<file path="src/rtl/pipe_mdu_pkg.sv">
// Shared definitions for the iterative multiply/divide unit: op codes,
// FSM state encoding and the WB-stage select code that picks MDU_out.
package pipe_mdu_pkg;

  localparam logic [2:0] MDU_MULT  = 3'b000;
  localparam logic [2:0] MDU_MULTU = 3'b001;
  localparam logic [2:0] MDU_DIV   = 3'b010;
  localparam logic [2:0] MDU_DIVU  = 3'b011;
  localparam logic [2:0] MDU_MTHI  = 3'b100;
  localparam logic [2:0] MDU_MTLO  = 3'b101;

  localparam logic [1:0] WB_SEL_MDU = 2'b11;

  typedef enum logic [1:0] {
    IDLE = 2'd0,
    CALC = 2'd1,
    FIX  = 2'd2
  } mdu_state_t;

  // MULT/MULTU/DIV/DIVU all have op[2] clear; they are the iterative ops.
  function automatic logic is_arith_op(input logic [2:0] op);
    return ~op[2];
  endfunction

endpackage

</file>
<file path="src/rtl/pipe_mdu_iter_step.sv">
// One radix-2 iteration of the multiply/divide datapath. The accumulator
// holds {upper, lower}: for multiply {partial product, multiplier}, for
// divide {remainder, dividend/quotient}.
module mdu_iter_step #(
  parameter int WIDTH = 32
) (
  input  logic [2*WIDTH-1:0] acc_in,
  input  logic [WIDTH-1:0]   operand,
  input  logic               is_div,
  output logic [2*WIDTH-1:0] acc_out
);

  logic [WIDTH:0] sum;
  logic [WIDTH:0] rem_shift;
  logic [WIDTH:0] diff;

  // Shift-add multiply step, or restoring shift-subtract divide step.
  always_comb begin
    sum       = {1'b0, acc_in[2*WIDTH-1:WIDTH]} +
                (acc_in[0] ? {1'b0, operand} : '0);
    rem_shift = {acc_in[2*WIDTH-1:WIDTH], acc_in[WIDTH-1]};
    diff      = rem_shift - {1'b0, operand};
    acc_out   = {sum, acc_in[WIDTH-1:1]};
    if (is_div) begin
      if (!diff[WIDTH]) begin
        acc_out = {diff[WIDTH-1:0], acc_in[WIDTH-2:0], 1'b1};
      end else begin
        acc_out = {rem_shift[WIDTH-1:0], acc_in[WIDTH-2:0], 1'b0};
      end
    end
  end

endmodule

</file>
<file path="src/rtl/pipe_mdu.sv">
// Iterative multiply/divide unit holding architectural HI/LO. Operands are
// reduced to magnitudes on issue, iterated WIDTH times, then sign-corrected
// in FIX when HI/LO are written.
module pipe_mdu
  import pipe_mdu_pkg::*;
#(
  parameter int WIDTH = 32
) (
  input  logic             clk,
  input  logic             rst,
  input  logic             start,
  input  logic [2:0]       op,
  input  logic [WIDTH-1:0] a,
  input  logic [WIDTH-1:0] b,
  input  logic             rd_hi,
  output logic             busy,
  output logic             done,
  output logic [WIDTH-1:0] hi,
  output logic [WIDTH-1:0] lo,
  output logic [WIDTH-1:0] mdu_out
);

  localparam int CW = $clog2(WIDTH);

  mdu_state_t         state_q, state_d;
  logic [CW-1:0]      count_q;
  logic [2*WIDTH-1:0] acc_q, acc_step;
  logic [WIDTH-1:0]   operand_q, a_raw_q;
  logic               is_div_q, neg_res_q, rem_neg_q, div_zero_q;
  logic               start_arith, is_signed, a_neg, b_neg;
  logic [WIDTH-1:0]   mag_a, mag_b;
  logic [2*WIDTH-1:0] prod_fixed;
  logic [WIDTH-1:0]   fix_hi, fix_lo;

  assign start_arith = start && is_arith_op(op);
  assign is_signed   = ~op[0];
  assign a_neg       = is_signed & a[WIDTH-1];
  assign b_neg       = is_signed & b[WIDTH-1];
  assign mag_a       = a_neg ? -a : a;
  assign mag_b       = b_neg ? -b : b;

  mdu_iter_step #(.WIDTH(WIDTH)) u_step (
    .acc_in  (acc_q),
    .operand (operand_q),
    .is_div  (is_div_q),
    .acc_out (acc_step)
  );

  // State register.
  always_ff @(posedge clk) begin
    if (rst) state_q <= IDLE;
    else     state_q <= state_d;
  end

  // Next-state: issue from IDLE, WIDTH steps in CALC, one fix-up cycle.
  always_comb begin
    state_d = state_q;
    case (state_q)
      IDLE:    if (start_arith) state_d = CALC;
      CALC:    if (count_q == CW'(WIDTH - 1)) state_d = FIX;
      FIX:     state_d = IDLE;
      default: state_d = IDLE;
    endcase
  end

  // Registered busy/done so the hazard logic sees glitch-free flags.
  always_ff @(posedge clk) begin
    if (rst) begin
      busy <= 1'b0;
      done <= 1'b0;
    end else begin
      busy <= (state_d != IDLE);
      done <= (state_q == FIX);
    end
  end

  // Operand latch on issue and accumulator iteration while in CALC.
  always_ff @(posedge clk) begin
    if (rst) begin
      count_q    <= '0;
      acc_q      <= '0;
      operand_q  <= '0;
      a_raw_q    <= '0;
      is_div_q   <= 1'b0;
      neg_res_q  <= 1'b0;
      rem_neg_q  <= 1'b0;
      div_zero_q <= 1'b0;
    end else begin
      case (state_q)
        IDLE: if (start_arith) begin
          count_q    <= '0;
          acc_q      <= {{WIDTH{1'b0}}, mag_a};
          operand_q  <= mag_b;
          a_raw_q    <= a;
          is_div_q   <= op[1];
          neg_res_q  <= a_neg ^ b_neg;
          rem_neg_q  <= a_neg;
          div_zero_q <= (b == '0);
        end
        CALC: begin
          acc_q   <= acc_step;
          count_q <= count_q + 1'b1;
        end
        default: count_q <= '0;
      endcase
    end
  end

  // Sign correction and divide-by-zero substitution applied in FIX.
  always_comb begin
    prod_fixed = neg_res_q ? -acc_q : acc_q;
    fix_hi     = prod_fixed[2*WIDTH-1:WIDTH];
    fix_lo     = prod_fixed[WIDTH-1:0];
    if (is_div_q) begin
      if (div_zero_q) begin
        fix_hi = a_raw_q;
        fix_lo = '1;
      end else begin
        fix_lo = neg_res_q ? -acc_q[WIDTH-1:0] : acc_q[WIDTH-1:0];
        fix_hi = rem_neg_q ? -acc_q[2*WIDTH-1:WIDTH] : acc_q[2*WIDTH-1:WIDTH];
      end
    end
  end

  // HI/LO: direct moves from IDLE, arithmetic results only in FIX.
  always_ff @(posedge clk) begin
    if (rst) begin
      hi <= '0;
      lo <= '0;
    end else if (state_q == FIX) begin
      hi <= fix_hi;
      lo <= fix_lo;
    end else if (state_q == IDLE && start) begin
      if (op == MDU_MTHI) hi <= a;
      if (op == MDU_MTLO) lo <= a;
    end
  end

  assign mdu_out = rd_hi ? hi : lo;

endmodule

</file>
<file path="config.mk">
export PLATFORM = sky130hd
export DESIGN_NAME = pipe_mdu
export DESIGN_NICKNAME = d
export VERILOG_FILES = /design/src/rtl/pipe_mdu_pkg.sv /design/src/rtl/pipe_mdu_iter_step.sv /design/src/rtl/pipe_mdu.sv
export SDC_FILE = /design/constraint.sdc
export NUM_CORES = 1
export LEC_CHECK = 0
export CORE_ASPECT_RATIO = 1.2
export CORE_MARGIN = 2
export CORE_UTILIZATION = 35
export DETAILED_ROUTE_END_ITERATION = 16
export PLACE_DENSITY = 0.64
export SYNTH_ARGS = -nofsm -noshare
export SYNTH_HDL_FRONTEND = slang
export SYNTH_HIERARCHICAL = 1
export SYNTH_SLANG_ARGS = --single-unit
export TNS_END_PERCENT = 20
</file>
<file path="constraint.sdc">
create_clock -name clk -period 3.9 [get_ports clk]
set_input_delay 0.585 -clock clk [delete_from_list [all_inputs] [get_ports clk]]
set_output_delay 0.585 -clock clk [all_outputs]
set_load 0.02 [all_outputs]
</file>
==> flow_metrics.tcl <==
set metrics [dict create \
    synthesis.nets 2450 \
    start_util 0.353 \
    ff2ff_path_depth 15 \
    drtIter0Drc 1463 \
    min_period_ps 3420 \
    p_per_area_nw_per_um2 307 \
    async_reset_ff_frac 0 \
    finalSetupViolations 0 \
    arrival_ps 3820 \
    cts_resized 0 \
    die-area_um2 51300 \
    worstSetupEndpointType "flop" \
    antenna_found_initial 0 \
    ir_worst_vdd_uv 268 \
    grt_pass1_wl_mm 106 \
    worstReg2RegStart "acc_q[31]" \
    reg2reg_to "acc_q[41]" \
    final_cell_area_um2 20700 \
    viasPerCell 6.01 \
    max_freq_mhz 292 \
    num_rows 89 \
    hp-class "reg -> reg" \
    numCtsBuffers 25 \
    outcome "finished, final reports clean" \
    p_total_mw 6.36 \
    worst_pin_slew_ps 1110 \
    cts_setup_buffers 0 \
    power_frac_comb 0.242 \
    p_leak_nw 7.91 \
    routed_wl_mm 70.2 \
    layout_common_cells "nand2_1 (303), dfxtp_1 (203), a21oi_1 (201)" \
    synth_area_um2 17300 \
    synthDistinctLibCells 96 \
    r2r_slack_ps 480 \
    layout_commonest_cell "nand2_1" \
    cts_tree "done" \
    clock_sinks 205 \
    core_area_um2 49100 \
    clock_latency_ps 560 \
    rsz0062_at_grt "false" \
    ant_nets 0 \
    seq_area_um2 4110 \
    placed_cell_area_um2 19900 \
    grt_overflow_total 0 \
    netlist_top_cells_area "dfxtp_1 (24%), nand2_1 (6.6%), a21oi_1 (5.8%), ha_1 (5.1%), xor2_1 (4.7%)" \
    grt_pass1_vias 17700 \
    relSlewSlack 0.260 \
    multiInputGateArea_um2 12200 \
    finalCritPeriodShare 0.877 \
    slew_viol_final 0 \
    synth_edf_count 0 \
    hold_viol 0 \
    grt_max_degree 174 \
    fin_nets 2567 \
    die_y_um 248 \
    drive_gt1_frac 0.108 \
    hold_buffers 0 \
    cts_buffer_depth 3 \
    p_sw_mw 2.07 \
    synth_cells 2307 \
    synth_flop_cell "dfxtp_1" \
    synth_warnings 6 \
    synth_seq_cells 205 \
    dp.cells 3034 \
    synth_top_cell_by_area "dfxtp_1" \
    fin_skew_ps 14.6 \
    cp_max_fo 19 \
    final_cells 3079 \
    path_class "reg -> reg" \
    yosys.area.top_type_share 0.237 \
    switching_share 0.326 \
    fin_setup_tns_ps 0 \
    diodes 0 \
    cp.required_ps 4300 \
    first_pass_iters 6 \
    dp_hpwl_mm 52.7 \
    cp-start-kind "flop" \
    avgRoutedWirePerCell_um 22.8 \
    fillers 4974 \
    synth.avg_cell_area_um2 7.51 \
    dieWidth_um 207 \
    route.vias.total 18500 \
    area_delta_synth_final_pct 19.5 \
    drc 0 \
    p_clk_frac 0.395 \
    htree_levels 1 \
    clkTransAtPathRegs_ps 60 \
    drv_cap 0 \
    critPathLaunch "acc_q[31]" \
    portBuffers 168 \
    gp_congestion 0.933 \
    grt_util_all_layers 0.260 \
    boundaryPins 169 \
    seq_power_share 0.363 \
    post-route-util 0.422 \
    cp-endpoint "acc_q[41]" \
    cts-root-buf "clkbuf_16" \
    ys_seq_area_frac 0.237 \
    internal_power_mw 4.28 \
]
## power groups by stage
stage / logic (mW) / clock network [mW] / registers [mW]
2_1_floorplan: 0.978 / 0 / 2.31
6_report: 1.54 / 2.51 / 2.31
4_1_cts: 1.52 / 2.55 / 2.31
3_5_place_dp: 1.51 / 0 / 2.35
3_3_place_gp: 1.49 / 0 / 2.35
5_1_grt: 1.64 / 2.62 / 2.32
## metrics by stage
step           worst slack [ps]  hold slack [ps]
6_report                    478              450
2_1_floorplan               671              431
3_3_place_gp                561              440
3_5_place_dp                508              442
5_1_grt                     162              471
4_1_cts                     497              450
## state kept, by name, summed over array words and instances (netlist names)
| signal | count |
|---|---|
| a_raw_q | 32 |
| acc_q | 64 |
| busy | 1 |
| count_q | 5 |
| div_zero_q | 1 |
| done | 1 |
| hi | 32 |
| is_div_q | 1 |
| lo | 32 |
| neg_res_q | 1 |
| operand_q | 32 |
| rem_neg_q | 1 |
| state_q | 2 |
## final cells by class
| cell class | instances | share of cell area |
|---|---|---|
| tap | 637 | 0.0385 |
| multi-input combinational | 1863 | 0.590 |
| clock buffer | 38 | 0.0359 |
| timing repair buffer | 265 | 0.120 |
| clock inverter | 7 | 0.00555 |
| sequential | 205 | 0.198 |
| inverter | 64 | 0.0116 |
## metal layers
layer,track usage,share of wire,vias up,wire length (um)
met2,0.469,0.49,772,34700
met3,0.0244,0.059,174,4120
met5,0,0,-,0
met4,0.124,0.048,0,3400
met1,0.312,0.40,8876,28000
li1,-,-,8671,-
## Yosys cell counts, types with 11 or more instances
| library cell | n |
|---|---|
| a21o_1 | 34 |
| and2_1 | 40 |
| o31ai_1 | 28 |
| buf_2 | 12 |
| o211ai_1 | 20 |
| or4_1 | 11 |
| o21ai_0 | 94 |
| nand4_1 | 19 |
| dfxtp_1 | 205 |
| a221oi_1 | 42 |
| nand2b_1 | 16 |
| or3_1 | 20 |
| nor2_1 | 161 |
| xnor2_1 | 79 |
| nor4_1 | 38 |
| nand2_1 | 303 |
| clkbuf_1 | 129 |
| buf_1 | 19 |
| mux2i_1 | 56 |
| o21a_1 | 13 |
| mux2_2 | 68 |
| nand3_1 | 87 |
| inv_1 | 62 |
| xor2_1 | 93 |
| o41ai_1 | 16 |
| a211oi_1 | 41 |
| o21ai_1 | 24 |
| ha_1 | 70 |
| a31oi_1 | 31 |
| a311oi_1 | 20 |
| a21oi_1 | 201 |
| nor3_1 | 56 |
| and3_1 | 11 |
## how the worst min path moves through the flow
stage	slack, ps	cells past startpoint	start	to
after floorplan	430	2	a_raw_q[15]	a_raw_q[15]
after global placement	440	2	a_raw_q[31]	a_raw_q[31]
final	450	2	a_raw_q[31]	a_raw_q[31]
after global routing	470	2	a_raw_q[24]	a_raw_q[24]
after detailed placement	440	2	a_raw_q[31]	a_raw_q[31]
after CTS	450	2	a_raw_q[31]	a_raw_q[31]
## worst max-delay path: stages (launching register included)
cell      delay, ps
dfxtp_1         330
inv_1            70
ha_1            220
fa_1            420
nor2b_1         180
o31ai_1         140
a21o_1          250
o211ai_4        350
a31oi_4         180
o211ai_4        300
buf_4           320
nor2_1           90
a211oi_1        210
a21oi_1          60
nand2_1          80
a21oi_1          70
## cells by family after synthesis
logic type,synth area share
and+or+nand+nor,0.226
adders and majority gates,0.0528
AOI/OAI and AO/OA,0.261
buffers and inverters,0.0599
DFF,0.237
muxes,0.0772
xor gates and xnor gates,0.0869
(Power assumes the default switching activity.)
